File: config.mk
export PLATFORM = sky130hd
export DESIGN_NAME = v74x148_irq
export DESIGN_NICKNAME = d
export VERILOG_FILES = /design/src/rtl/v74x148_irq.sv
export SDC_FILE = /design/constraint.sdc
export NUM_CORES = 1
export LEC_CHECK = 0
export ABC_AREA = 1
export CAP_MARGIN = 20
export CORE_UTILIZATION = 28
export DETAILED_ROUTE_END_ITERATION = 8
export GPL_ROUTABILITY_DRIVEN = 0
export PLACE_DENSITY = 0.63
export SETUP_SLACK_MARGIN = 0.4
export SLEW_MARGIN = 20
export SYNTH_ARGS = -nofsm -noshare
export SYNTH_HDL_FRONTEND = slang
export SYNTH_SLANG_ARGS = --single-unit
File: constraint.sdc
create_clock -name CLK -period 2.43 [get_ports CLK]
set_clock_uncertainty 0.2 [all_clocks]
set_input_delay 0.486 -clock CLK [delete_from_list [all_inputs] [get_ports CLK]]
set_output_delay 0.486 -clock CLK [all_outputs]
set_load 0.01 [all_outputs]
File: src/rtl/v74x148_irq.sv
// Clocked 8-input priority encoder with a pending-request latch and a valid/ack handshake.
// Optional round-robin selection is enabled by defining V74X148_IRQ_ROTATE_EN.
module v74x148_irq #(
    parameter int unsigned CODE_W = 3,
    localparam int unsigned N = 2 ** CODE_W
) (
    input  logic              CLK,
    input  logic              RESET,
    input  logic              EI_L,
    input  logic [N-1:0]      I_L,
    input  logic              ACK,
    output logic [CODE_W-1:0] A_L,
    output logic              GS_L,
    output logic              VALID,
    output logic              EO_L,
    output logic [N-1:0]      PEND
);

    localparam logic [0:0] S_IDLE    = 1'b0;
    localparam logic [0:0] S_PRESENT = 1'b1;

    logic [0:0]        state;
    logic [0:0]        state_nxt;
    logic [CODE_W-1:0] code;
    logic [CODE_W-1:0] code_nxt;
    logic              valid_nxt;
    logic [CODE_W-1:0] a_l_nxt;
    logic              eo_l_nxt;
    logic [N-1:0]      pend_nxt;
    logic [N-1:0]      req_c;
    logic [N-1:0]      clr_c;
    logic              ack_c;
    logic [CODE_W-1:0] start_idle_c;
    logic [CODE_W-1:0] start_ack_c;

    // First set bit found searching downward from start, wrapping at index 0.
    function automatic logic [CODE_W-1:0] prio(input logic [N-1:0] vec,
                                                input logic [CODE_W-1:0] start);
        logic [CODE_W-1:0] idx;
        logic [CODE_W-1:0] sel;
        sel = '0;
        for (int j = N - 1; j >= 0; j--) begin
            idx = start - CODE_W'(j);
            if (vec[idx]) sel = idx;
        end
        return sel;
    endfunction

`ifdef V74X148_IRQ_ROTATE_EN
    // rot remembers the last served index; the search starts just below it.
    logic [CODE_W-1:0] rot;

    always_ff @(posedge CLK) begin
        if (RESET) begin
            rot <= '0;
        end else if (ack_c) begin
            rot <= code;
        end
    end

    assign start_idle_c = rot - CODE_W'(1);
    assign start_ack_c  = code - CODE_W'(1);
`else
    assign start_idle_c = '1;
    assign start_ack_c  = '1;
`endif

    // State and output registers.
    always_ff @(posedge CLK) begin
        if (RESET) begin
            state <= S_IDLE;
            code  <= '0;
            VALID <= 1'b0;
            A_L   <= '1;
            GS_L  <= 1'b1;
            EO_L  <= 1'b1;
            PEND  <= '0;
        end else begin
            state <= state_nxt;
            code  <= code_nxt;
            VALID <= valid_nxt;
            A_L   <= a_l_nxt;
            GS_L  <= ~valid_nxt;
            EO_L  <= eo_l_nxt;
            PEND  <= pend_nxt;
        end
    end

    // Capture, clear, next-state and next-output logic.
    always_comb begin
        state_nxt = state;
        code_nxt  = code;
        valid_nxt = VALID;
        req_c     = EI_L ? '0 : ~I_L;
        ack_c     = VALID & ACK;
        clr_c     = ack_c ? (N'(1) << code) : '0;
        // Set wins over clear so a held request re-pends immediately.
        pend_nxt  = (PEND & ~clr_c) | req_c;

        case (state)
            S_IDLE: begin
                if (|PEND) begin
                    code_nxt  = prio(PEND, start_idle_c);
                    valid_nxt = 1'b1;
                    state_nxt = S_PRESENT;
                end
            end
            S_PRESENT: begin
                if (ACK) begin
                    if (|pend_nxt) begin
                        code_nxt = prio(pend_nxt, start_ack_c);
                    end else begin
                        valid_nxt = 1'b0;
                        state_nxt = S_IDLE;
                    end
                end
            end
            default: begin
                valid_nxt = 1'b0;
                state_nxt = S_IDLE;
            end
        endcase

        a_l_nxt  = valid_nxt ? ~code_nxt : '1;
        eo_l_nxt = ~(~EI_L & (&I_L) & ~(|PEND) & ~valid_nxt);
    end

endmodule

======== Yosys cells after proc, flatten, opt, wreduce, memory -nomap -nowiden ========
Index checks and enable logic that the tools add are counted.
Widths: inputs -> output; s select.
storage, ports and cells
  register bits ........................... 18
  bits of input ports ..................... 12
  output and inout port bits .............. 14
  logic and storage cells ................. 54
cells by class
  reduce and logical (&&, ||, !) cells .... 4
  multiplexer cells ....................... 28
  bitwise logic cells ..................... 14
  shift operators ......................... 1
operators by type and width
  operator             count
  $mux 3               13
  $mux 8               2
  $not 8->8            2
  $reduce_or 8->1      2
  $and 8x8->8          1
  $mux 1               8
  $or 8x8->8           1
  $reduce_and 8->1     1
  $shl 1x3->8 const A  1
  $pmux 3 s2           1
  $not 1->1            5
  $and 1x1->1          4
  $mux 2               2
  $pmux 1 s2           2
  $not 3->3            1
  $reduce_or 2->1      1

======== Logic depth before layout (Yosys ltp) ========
  depth after elaboration ................. 16
  gate-level depth with buffers ........... 15
  gate-level depth less buffers ........... 15

======== Least setup slack after synthesis ========
OpenSTA, ideal clock, no wires.
  path kind ............................... input-to-reg
  from .................................... input ACK
  to ...................................... register A_L[1]
  setup time .............................. 0.129 ns
  arrival ................................. 1.458 ns
  path buffers ............................ 0
  slack ................................... 0.643 ns
  stages .................................. 11
  data required time ...................... 2.101 ns
  cell sequence ........................... nand2_2 -> nor2_4 -> nand2_1 -> a21oi_4 -> nand2_2 -> nor2_4 -> nand2_1 -> nand2_1 -> nand2_1 -> o211ai_1 -> nand3_1
between the ends
  longest elaborated chain between the ends .. 15
  elaborated cells on any way between the ends .. 21
  classes of those cells .................. mux (13); bitwise (6); reduce/logical (2)
ends and longest elaborated chain
  item                    RTL line  RTL
  start: declaration      11        input logic ACK,
  $and 1x1->1             95        ack_c = VALID & ACK;
  $mux 8                  96        clr_c = ack_c ? (N'(1) << code) : '0;
  $not 8->8               98        pend_nxt = (PEND & ~clr_c) | req_c;
  $and 8x8->8             98
  $or 8x8->8              98
  $mux 3 (6 in a row)     44        if (vec[idx]) sel = idx;
  $mux 3                  110       if (|pend_nxt) begin
  $mux 3                  109       if (ACK) begin
  $pmux 3 s2              100       case (state)
  $not 3->3               124       a_l_nxt = valid_nxt ? ~code_nxt : '1;
  end signal: assignment  82        A_L <= a_l_nxt;
  end: declaration        12        output logic [CODE_W-1:0] A_L,
Parallel ways exist; a longest one is shown, timed or not.
A chain may end at the register's enable or synchronous reset.

======== Worst setup path after layout ========
  from .................................... register PEND[1]
  to ...................................... output PEND[1]
RTL lines
  item                      RTL line  RTL
  start: declaration        16        output logic [N-1:0] PEND
  start signal: assignment  85        PEND <= pend_nxt;
No word-level cell between the ends.

==> flow_summary.ini <==
[outcome]
outcome = finished clean

[routing]
dr_total_vias = 942
drc_errors = 0
vias_per_cell = 4.40
postRouteAntennaNets = 0
routed_wl_um = 2390
drt_first_iter_violations = 32
first_pass_iters = 4
wl_per_cell_um = 11.2

[final_layout]
fillers = 379
multi_input_area_um2 = 566
syn_to_final_growth_pct = 38.3
fin_cells = 214
utilization_pct = 41.1
drive_above_1_share_pct = 25.6
num-nets-final = 181
antenna_cells = 0
layout.area.seq_um2 = 369

[setup_path]
crit_buf_inv = 1
reg2reg_slack_ns = 0.60
crit_arrival_ns = 1.26
r2r_cells = 11
regToRegStartpoint = code[1]
crit_chain = clkdlybuf4s50_1
path_class = flop to output port
worstSetupStartpointType = flop
cp_slowest_cell = clkdlybuf4s50_1
slowest_delay_ns = 0.56
required_ns = 1.74
cp_top_family = buffers and inverters
path_max_fanout = 4
end_kind = output port
r2r_end = A_L[1]

[synthesis]
netlist.area_leader.share_pct = 36.1
synth_top_cells_by_count = nand2_1 (28), nor2_1 (26), dfxtp_1 (18), inv_1 (14), nand2_2 (8)
synth_adder_area_share_pct = 0
synth_compound_area_share_pct = 15.8
synth_ff_type = dfxtp_1
synth-edff-count = 0
synth_fp_nets = 147
yosysWarnings = 0
ys_async_sr_fraction_pct = 0
ys_ff_latch = 18
synth_area_leaders = dfxtp_1 (36%), nand2_1 (11%), nor2_1 (9.8%), a21oi_4 (6.5%), inv_1 (5.3%)
netlist_area_um2 = 998
post-synth-top-count-cell = nand2_1
syn_inst = 135
ys_types = 26
synthMuxAreaShare_pct = 0
synth.largest_area_cell = dfxtp_1
avgSynthCellArea_um2 = 7.40
synth_top_family_by_area = simple AND/OR/NAND/NOR gates
ys_seq_area_share_pct = 36.1
synth_xor_xnor_area_share_pct = 0
yosys.area_share.simple_pct = 39.3

[sta]
fmax_mhz = 515
period_minus_slack_ns = 1.94
worst_pin_slew_ns = 0.287
final.period_utilization_pct = 80.0
max_slew_margin_pct = 80.7
rsz0062_at_grt = true
hold_viol = 0
setup_violations = 0
drv_slew = 0
fin_ws_ns = 0.487

[placed_design]
post-dp-hpwl_um = 1900
dp_slack_ns = -0.0141
dpl.cell_count = 210
io_buffers = 25

[cts]
clk_pin_slew_ns = 0.11
holdBufCountCts = 0
clockBufferDepth = 2
ctsRootBufferMaster = clkbuf_4
cts_tree = built
cts_setup_buffers = 0
clock-sinks = 18
htreeDepth = 1
cts_inserted_buffers = 3
clk_latency_ns = 0.30

[min_path]
holdPathStages = 2
min-delay-start = code[2]
min_to = code[2]
hold_path.class = flop to flop

[global_route]
track_usage_pct = 14.7
grt_antenna_before_repair = 0
grt_start_max_net_pins = 11
grt_pass1_wl_um = 4040
grt_pass1_vias = 921
gr-total-overflow = 0

[run]
drv_cap = 0

[floorplanning]
core_um2 = 3360
io_pins = 26
core.rowCount = 21
die_h_um = 61.7
die_w_um = 61.7
die_area_um2 = 3810
initial_core_util_pct = 29.7

[power]
leakagePower_nw = 0.584
ir_drop_mv = 0.236
p_total_mw = 0.779
p_per_area_nw_per_um2 = 564
## kinds of logic (layout without fill, tap and decap cells)
| group | Yosys count | in the layout |
|---|---|---|
| and+or+nand+nor | 80 | 80 |
| AOI/OAI and AO/OA | 19 | 19 |
| DFF | 18 | 18 |
| buffers and inverters | 18 | 51 |
## cell type report
class | instances | area share [%]
multi-input combinational | 99 | 40.9
sequential | 18 | 26.7
timing repair buffer | 31 | 21.2
inverter | 16 | 4.35
tap | 46 | 4.17
clock buffer | 4 | 2.63
## worst max-delay path by stage
stage	start	to	slack, ns	depth (start not counted)
detailed placement	ACK	A_L[1]	-0.01	12
global route	flop	A_L[1]	0.40	11
floorplan	ACK	A_L[1]	0.64	11
finish	PEND[1]	PEND[1]	0.49	1
global placement	ACK	VALID	0.02	12
CTS	PEND[3]	PEND[3]	0.41	1
## registers in the layout (all words and copies together) (netlist names), named ones only
signal / cells
PEND: 8
VALID: 1
code: 2
EO_L: 1
state: 1
A_L: 3
GS_L: 1
## through the flow
| step | TNS [ns] | cell area, um2 | hold slack, ns |
|---|---|---|---|
| 3_5_place_dp | -0.0141 | 1320 | 0.342 |
| 6_report | 0 | 1380 | 0.337 |
| 3_3_place_gp | 0 | 1320 | 0.351 |
| 2_1_floorplan | 0 | 998 | 0.302 |
| 5_1_grt | 0 | 1380 | 0.348 |
| 4_1_cts | 0 | 1370 | 0.360 |
## power breakdown
| group | switching (mW) | total [mW] | internal (mW) |
|---|---|---|---|
| combinational | 0.127 | 0.237 | 0.110 |
| clock | 0.0991 | 0.191 | 0.0915 |
| sequential | 0.0271 | 0.352 | 0.325 |
## layout by cell type (no fill, tap or decap), types with 3 or more instances in the layout
master           synthesis  routed
clkbuf_4                 0       3
dfxtp_2                  0       7
a21oi_4                  4       4
a21oi_1                  5       5
inv_1                   14      14
nand4_1                  3       3
nand2_2                  8       9
nand2_1                 28      27
clkdlybuf4s50_1          0      23
nor2_4                   3       5
dfxtp_1                 18      11
nor2_1                  26      25
a31oi_1                  3       3
buf_4                    0       6
## metal layers
metal,up-vias,GRT usage [%],share of wire (%)
li1,494,-,-
met1,418,19.3,46
met2,23,23.5,47
met3,7,2.07,4.2
met4,0,7.30,2.8
met5,-,0,0
## what timing repair did
action	4_1_cts	5_1_grt
pin swaps	4	3
endpoints found under the setup margin	7	9
resized for setup	4	9
(Power assumes the default switching activity.)
